===== src/rtl/project_types.sv =====
// Shared pipeline control types: stall vector layout, controller states and
// the default exception redirect target.
package project_types;

    typedef logic [5:0] stall_t;

    localparam int STG_PC  = 0;
    localparam int STG_IF  = 1;
    localparam int STG_ID  = 2;
    localparam int STG_EX  = 3;
    localparam int STG_MEM = 4;
    localparam int STG_WB  = 5;

    typedef enum logic {
        CTRL_IDLE  = 1'b0,
        CTRL_FLUSH = 1'b1
    } ctrl_state_t;

    localparam logic [31:0] EXC_VECTOR_DEF = 32'h0000_0020;

    // Holds stage `top` and everything upstream of it; the stage above `top` gets a bubble.
    function automatic stall_t stall_upto(input int top);
        stall_t s;
        s = '0;
        for (int i = STG_PC; i <= top; i++) begin
            s[i] = 1'b1;
        end
        return s;
    endfunction

endpackage


===== src/rtl/stall_watchdog.sv =====
// Stall watchdog: saturating run-length of consecutive stalled cycles with a
// sticky timeout flag, plus a free-running stalled-cycle counter.
module stall_watchdog
    import project_types::*;
#(
    parameter int STALL_LIMIT = 16,
    parameter int CNT_W       = 32
) (
    input  logic             clk,
    input  logic             rst,
    input  logic             stall_active_i,
    output logic             timeout_o,
    output logic [CNT_W-1:0] total_o
);

    localparam int RUN_W = $clog2(STALL_LIMIT + 1);
    localparam logic [RUN_W-1:0] LIMIT_V = RUN_W'(STALL_LIMIT);

    logic [RUN_W-1:0] run_q, run_d;
    logic             timeout_q, timeout_d;
    logic [CNT_W-1:0] total_q, total_d;

    always_comb begin
        run_d = run_q;
        if (!stall_active_i) begin
            run_d = '0;
        end else if (run_q != LIMIT_V) begin
            run_d = run_q + 1'b1;
        end
        // The flag rises on the same edge the run reaches the limit.
        timeout_d = timeout_q | (run_d == LIMIT_V);
        total_d   = total_q + CNT_W'(stall_active_i);
    end

    always_ff @(posedge clk) begin
        if (rst) begin
            run_q     <= '0;
            timeout_q <= 1'b0;
            total_q   <= '0;
        end else begin
            run_q     <= run_d;
            timeout_q <= timeout_d;
            total_q   <= total_d;
        end
    end

    assign timeout_o = timeout_q;
    assign total_o   = total_q;

endmodule


===== src/rtl/pipe_ctrl.sv =====
// Pipeline stall/flush controller: priority-encodes stage stall requests and
// sequences one-cycle exception/eret flushes with a redirect PC.
module pipe_ctrl
    import project_types::*;
#(
    parameter logic [31:0] EXC_VECTOR  = EXC_VECTOR_DEF,
    parameter int          STALL_LIMIT = 16,
    parameter int          CNT_W       = 32
) (
    input  logic             clk,
    input  logic             rst,
    input  logic             stallreq_if,
    input  logic             stallreq_id,
    input  logic             stallreq_ex,
    input  logic             stallreq_mem,
    input  logic             excp_valid,
    input  logic             eret_valid,
    input  logic [31:0]      epc_i,
    output stall_t           stall,
    output logic             flush,
    output logic [31:0]      new_pc,
    output logic             stall_timeout,
    output logic [CNT_W-1:0] stall_total,
    output ctrl_state_t      dbg_state_o
);

    ctrl_state_t state_q, state_d;
    logic [31:0] new_pc_q, new_pc_d;
    logic        event_in;

    assign event_in = excp_valid | eret_valid;

    always_comb begin
        state_d  = state_q;
        new_pc_d = new_pc_q;
        stall    = '0;
        case (state_q)
            CTRL_IDLE: begin
                if (event_in) begin
                    state_d  = CTRL_FLUSH;
                    new_pc_d = excp_valid ? EXC_VECTOR : epc_i;
                end else if (!rst) begin
                    // Highest stage wins; requests are dropped while an event is taken.
                    if (stallreq_mem)     stall = stall_upto(STG_MEM);
                    else if (stallreq_ex) stall = stall_upto(STG_EX);
                    else if (stallreq_id) stall = stall_upto(STG_ID);
                    else if (stallreq_if) stall = stall_upto(STG_IF);
                end
            end
            CTRL_FLUSH: begin
                state_d = CTRL_IDLE;
            end
            default: state_d = CTRL_IDLE;
        endcase
    end

    always_ff @(posedge clk) begin
        if (rst) begin
            state_q  <= CTRL_IDLE;
            new_pc_q <= '0;
        end else begin
            state_q  <= state_d;
            new_pc_q <= new_pc_d;
        end
    end

    assign flush       = (state_q == CTRL_FLUSH);
    assign new_pc      = new_pc_q;
    assign dbg_state_o = state_q;

    stall_watchdog #(
        .STALL_LIMIT(STALL_LIMIT),
        .CNT_W      (CNT_W)
    ) u_watchdog (
        .clk           (clk),
        .rst           (rst),
        .stall_active_i(stall != '0),
        .timeout_o     (stall_timeout),
        .total_o       (stall_total)
    );

endmodule


===== config.mk =====
export PLATFORM = sky130hd
export DESIGN_NAME = pipe_ctrl
export DESIGN_NICKNAME = d
export VERILOG_FILES = /design/src/rtl/project_types.sv /design/src/rtl/stall_watchdog.sv /design/src/rtl/pipe_ctrl.sv
export SDC_FILE = /design/constraint.sdc
export NUM_CORES = 1
export LEC_CHECK = 0
export BUFFER_PORTS_ARGS = -buffer_cell sky130_fd_sc_hd__buf_4
export CORE_ASPECT_RATIO = 1.5
export CORE_MARGIN = 2
export CORE_UTILIZATION = 48
export CTS_CLUSTER_SIZE = 20
export DETAILED_ROUTE_END_ITERATION = 12
export PLACE_DENSITY = 0.77
export SYNTH_ARGS = -nofsm -noshare
export SYNTH_HDL_FRONTEND = slang
export SYNTH_SLANG_ARGS = --single-unit

===== constraint.sdc =====
create_clock -name clk -period 3.15 [get_ports clk]
set_clock_uncertainty 0.2 [all_clocks]
set_input_delay 0.315 -clock clk [delete_from_list [all_inputs] [get_ports clk]]
set_output_delay 0.315 -clock clk [all_outputs]
set_load 0.01 [all_outputs]

==> summary.md <==
| Metric | Value |
|---|---|
| Initial Util | between 40% and 50% |
| DRT iter0 DRCs | 151 |
| Dominant synthesized flop cell | dfxtp_1 |
| CTS Buf Count | 9 |
| Routed WL | just over 7000 um |
| Layout area overhead | 42.6% |
| H-tree depth | 3 |
| Post-Place Cells | 487 |
| Critical path arrival | 2.51 ns |
| Total iterations of the first detailed-routing run | 5 |
| Worst-path fanout max | 9 |
| Max-slew violation count | 0 |
| Share of cells above drive strength 1 | 32.9% |
| Status | completed |
| Core ar. | between 6000 and 7000 sq um |
| # diodes | 0 |
| Fmax | around 0.4 GHz |
| Ys async rst share | 0% |
| Slew headroom | a little under three fifths |
| Number of antenna violations at the first check in global routing | 0 |
| Synth Area per Inst | between 9 and 10 sq um |
| Net Count, Synth | 359 |
| Crit path launch type | flop |
| Via count | 2621 |
| Fin crit period | 2.49 ns |
| GPL Wtd Cong | 0.717 |
| RSZ-0062 raised after global routing | no |
| GR Overflow Total | 0 |
| CP cell instances | nor2_1 -> nand2_1 -> a21o_1 -> inv_1 -> ha_1 -> ha_1 -> nand2_1 -> nor3_4 -> buf_4 -> nand4_1 -> xor2_1 -> nor2_1 |
| Final design utilization | a little over two thirds |
| Largest net degree at the start of global routing | between 50 and 60 |
| Tightest Pin Transition | 0.656 ns |
| I/O pin count | 113 |
| Critical Path Max Stage Delay | 0.37 ns |
| Crit path kind | flop to flop |
| Die height | ~100 um |
| # rows | 35 |
| Root buf cell | clkbuf_8 |
| Vias per inst | 5.06 |
| Vias in the first global route | 2510 |
| Tot GR Track Use | 21.8% |
| Total power draw | about 2.0 mW |
| DP HPWL | 4960 um |
| CTS resizes | 0 |
| Post-synth cell types | 42 |
| Buf/Inv on CP | 2 |
| Clock transition at path regs | 0.08 ns |
| Final TNS setup | 0 ns |
| Post-Layout Cell Count | 518 |
| Later-pin clock latency in the skew report | around 0.35 ns |
| Worst Hold Class | input pin to flop |
| Final nets | around 480 |
| # setup viols final | 0 |
| Final hold slack | 0.0351 ns |
| Post-synth EDFFs | 0 |
| Worst vdd ir | 0.000282 V |
| TritonCTS clock tree | yes |
| Seq cells post-synth | between 70 and 80 |
| Cell leakage power | 1.89 nW |
| Post-synthesis sequential area ratio | between 40% and 50% |
| First-pass GRT wire length | about 11000 um |
| Worst-path cell with the longest stage delay | dfxtp_1 |
| Clock Sinks | 71 |
| IO buf count | 111 |
| Antenna viol nets, final | 0 |
| Residual DRC | 0 |
| Die area | 6800 sq um |
| YS warnings | 0 |
| Cells after Synth | 315 |
| Data required, critical path | 3.17 ns |
| Syn Std Cell Area | between 2000 and 3000 sq um |
| Period utilization | 79.1% |
| CTS Buffer Depth | 2 |
| Max_cap viols | 0 |
| Endpoint type of the worst setup path | flop |
| WL/cell | 14.0 um |
| Hold Vio Cnt, Final | 0 |
| Power per cell area | 468 nW/um^2 |
| CP delay by family, top | simple AND/OR/NAND/NOR gates |
| Die width | 68.0 um |
[metal layers]
| layer | track usage, % | vias up | routed length (um) |
|---|---|---|---|
| li1 | - | 1331 | - |
| met1 | 25.2 | 1193 | 2980 |
| met2 | 37.6 | 87 | 3640 |
| met3 | 4.93 | 10 | 487 |
| met4 | 9.23 | 0 | 127 |
| met5 | 0 | - | 0 |
[placed cells by master, fill, tap and decap left out, drive strengths merged, types with 3 or more instances in the layout]
| cell type | count |
|---|---|
| buf | 115 |
| dfxtp | 71 |
| nor2 | 40 |
| nand2 | 30 |
| a21oi | 22 |
| xor2 | 18 |
| a22o | 16 |
| dlygate4sd3 | 16 |
| nand3b | 15 |
| nand3 | 12 |
| inv | 9 |
| clkbuf | 9 |
| nand4 | 9 |
| or3 | 7 |
| xnor2 | 7 |
| and3 | 7 |
| nor3 | 7 |
| o21ai | 6 |
| ha | 4 |
| bufinv | 3 |
[cells in the mapped netlist, types with 3 or more instances]
master | instances | area (sq um)
a21oi_1 | 22 | 110
nor3_4 | 3 | 48.8
xnor2_1 | 7 | 61.3
nand2_1 | 29 | 109
buf_4 | 5 | 37.5
nor3_1 | 4 | 20.0
a22o_1 | 16 | 140
xor2_1 | 18 | 158
inv_1 | 9 | 33.8
o21ai_0 | 6 | 30.0
nand4_1 | 6 | 37.5
nor2_1 | 38 | 143
ha_1 | 4 | 50.1
nand4_4 | 3 | 63.8
dfxtp_1 | 71 | 1420
and3_1 | 5 | 31.3
or3_1 | 7 | 43.8
nand3b_1 | 15 | 113
clkbuf_1 | 7 | 26.3
nand3_1 | 10 | 50.1
[path summary, 6_finish.rpt]
check                                  from                     end  slack [ns]  depth (start not counted)
worst max-delay path            dbg_state_o  u_watchdog.total_o[22]        0.66                         12
worst min register to register   new_pc[30]              new_pc[30]        0.25                          2
worst max register to register  dbg_state_o  u_watchdog.total_o[22]        0.66                         12
worst min-delay path               epc_i[5]               new_pc[5]        0.04                          3
[per-stage QoR]
stage | setup WS (ns) | area, sq um
2_1_floorplan | 0.608 | 2950
3_3_place_gp | 0.526 | 3810
3_5_place_dp | 0.432 | 3810
4_1_cts | 0.645 | 4210
5_1_grt | 0.401 | 4210
6_report | 0.659 | 4210
[state kept, by name, summed over array words and instances (netlist names)]
| name | flops |
|---|---|
| u_watchdog.run_q | 5 |
| new_pc | 32 |
| dbg_state_o | 1 |
| u_watchdog.timeout_o | 1 |
| u_watchdog.total_o | 32 |
[tightest hold or removal path: stages]
cell and delay, ns:
buf_4 0.08, nor3_1 0.04, nor3_1 0.11
[where the power goes]
group	total, mW	internal [mW]	switching (mW)
clock	0.852	0.520	0.332
combinational	0.182	0.0987	0.0831
sequential	0.934	0.920	0.0137
[logic make-up (layout without fill, tap and decap cells)]
logic type                 after synthesis  in the layout  synth area share, %
DFF                                     71             71                 48.2
AOI/OAI and AO/OA                       50             50                 11.1
buffers and inverters                   26            155                 4.28
adders and majority gates                4              4                 1.70
xor gates and xnor gates                25             25                 7.42
muxes                                    1              1                0.339
and+or+nand+nor                        137            137                 26.9
other                                    1              1                0.127
[layout make-up]
| type | count | area, sq um |
|---|---|---|
| tap | 74 | 92.6 |
| timing repair buffer | 131 | 1020 |
| clock buffer | 9 | 124 |
| fill | 482 | 1840 |
| inverter | 9 | 33.8 |
| sequential | 71 | 1420 |
| multi-input combinational | 218 | 1400 |
| clock inverter | 6 | 110 |
[repair_timing]
| item | in CTS | in global routing |
|---|---|---|
| endpoints found under the hold margin | 16 | 0 |
| buffers inserted | 0 | 0 |
| hold buffers | 16 | 0 |
Note: power is estimated with default switching activity, not from simulation.
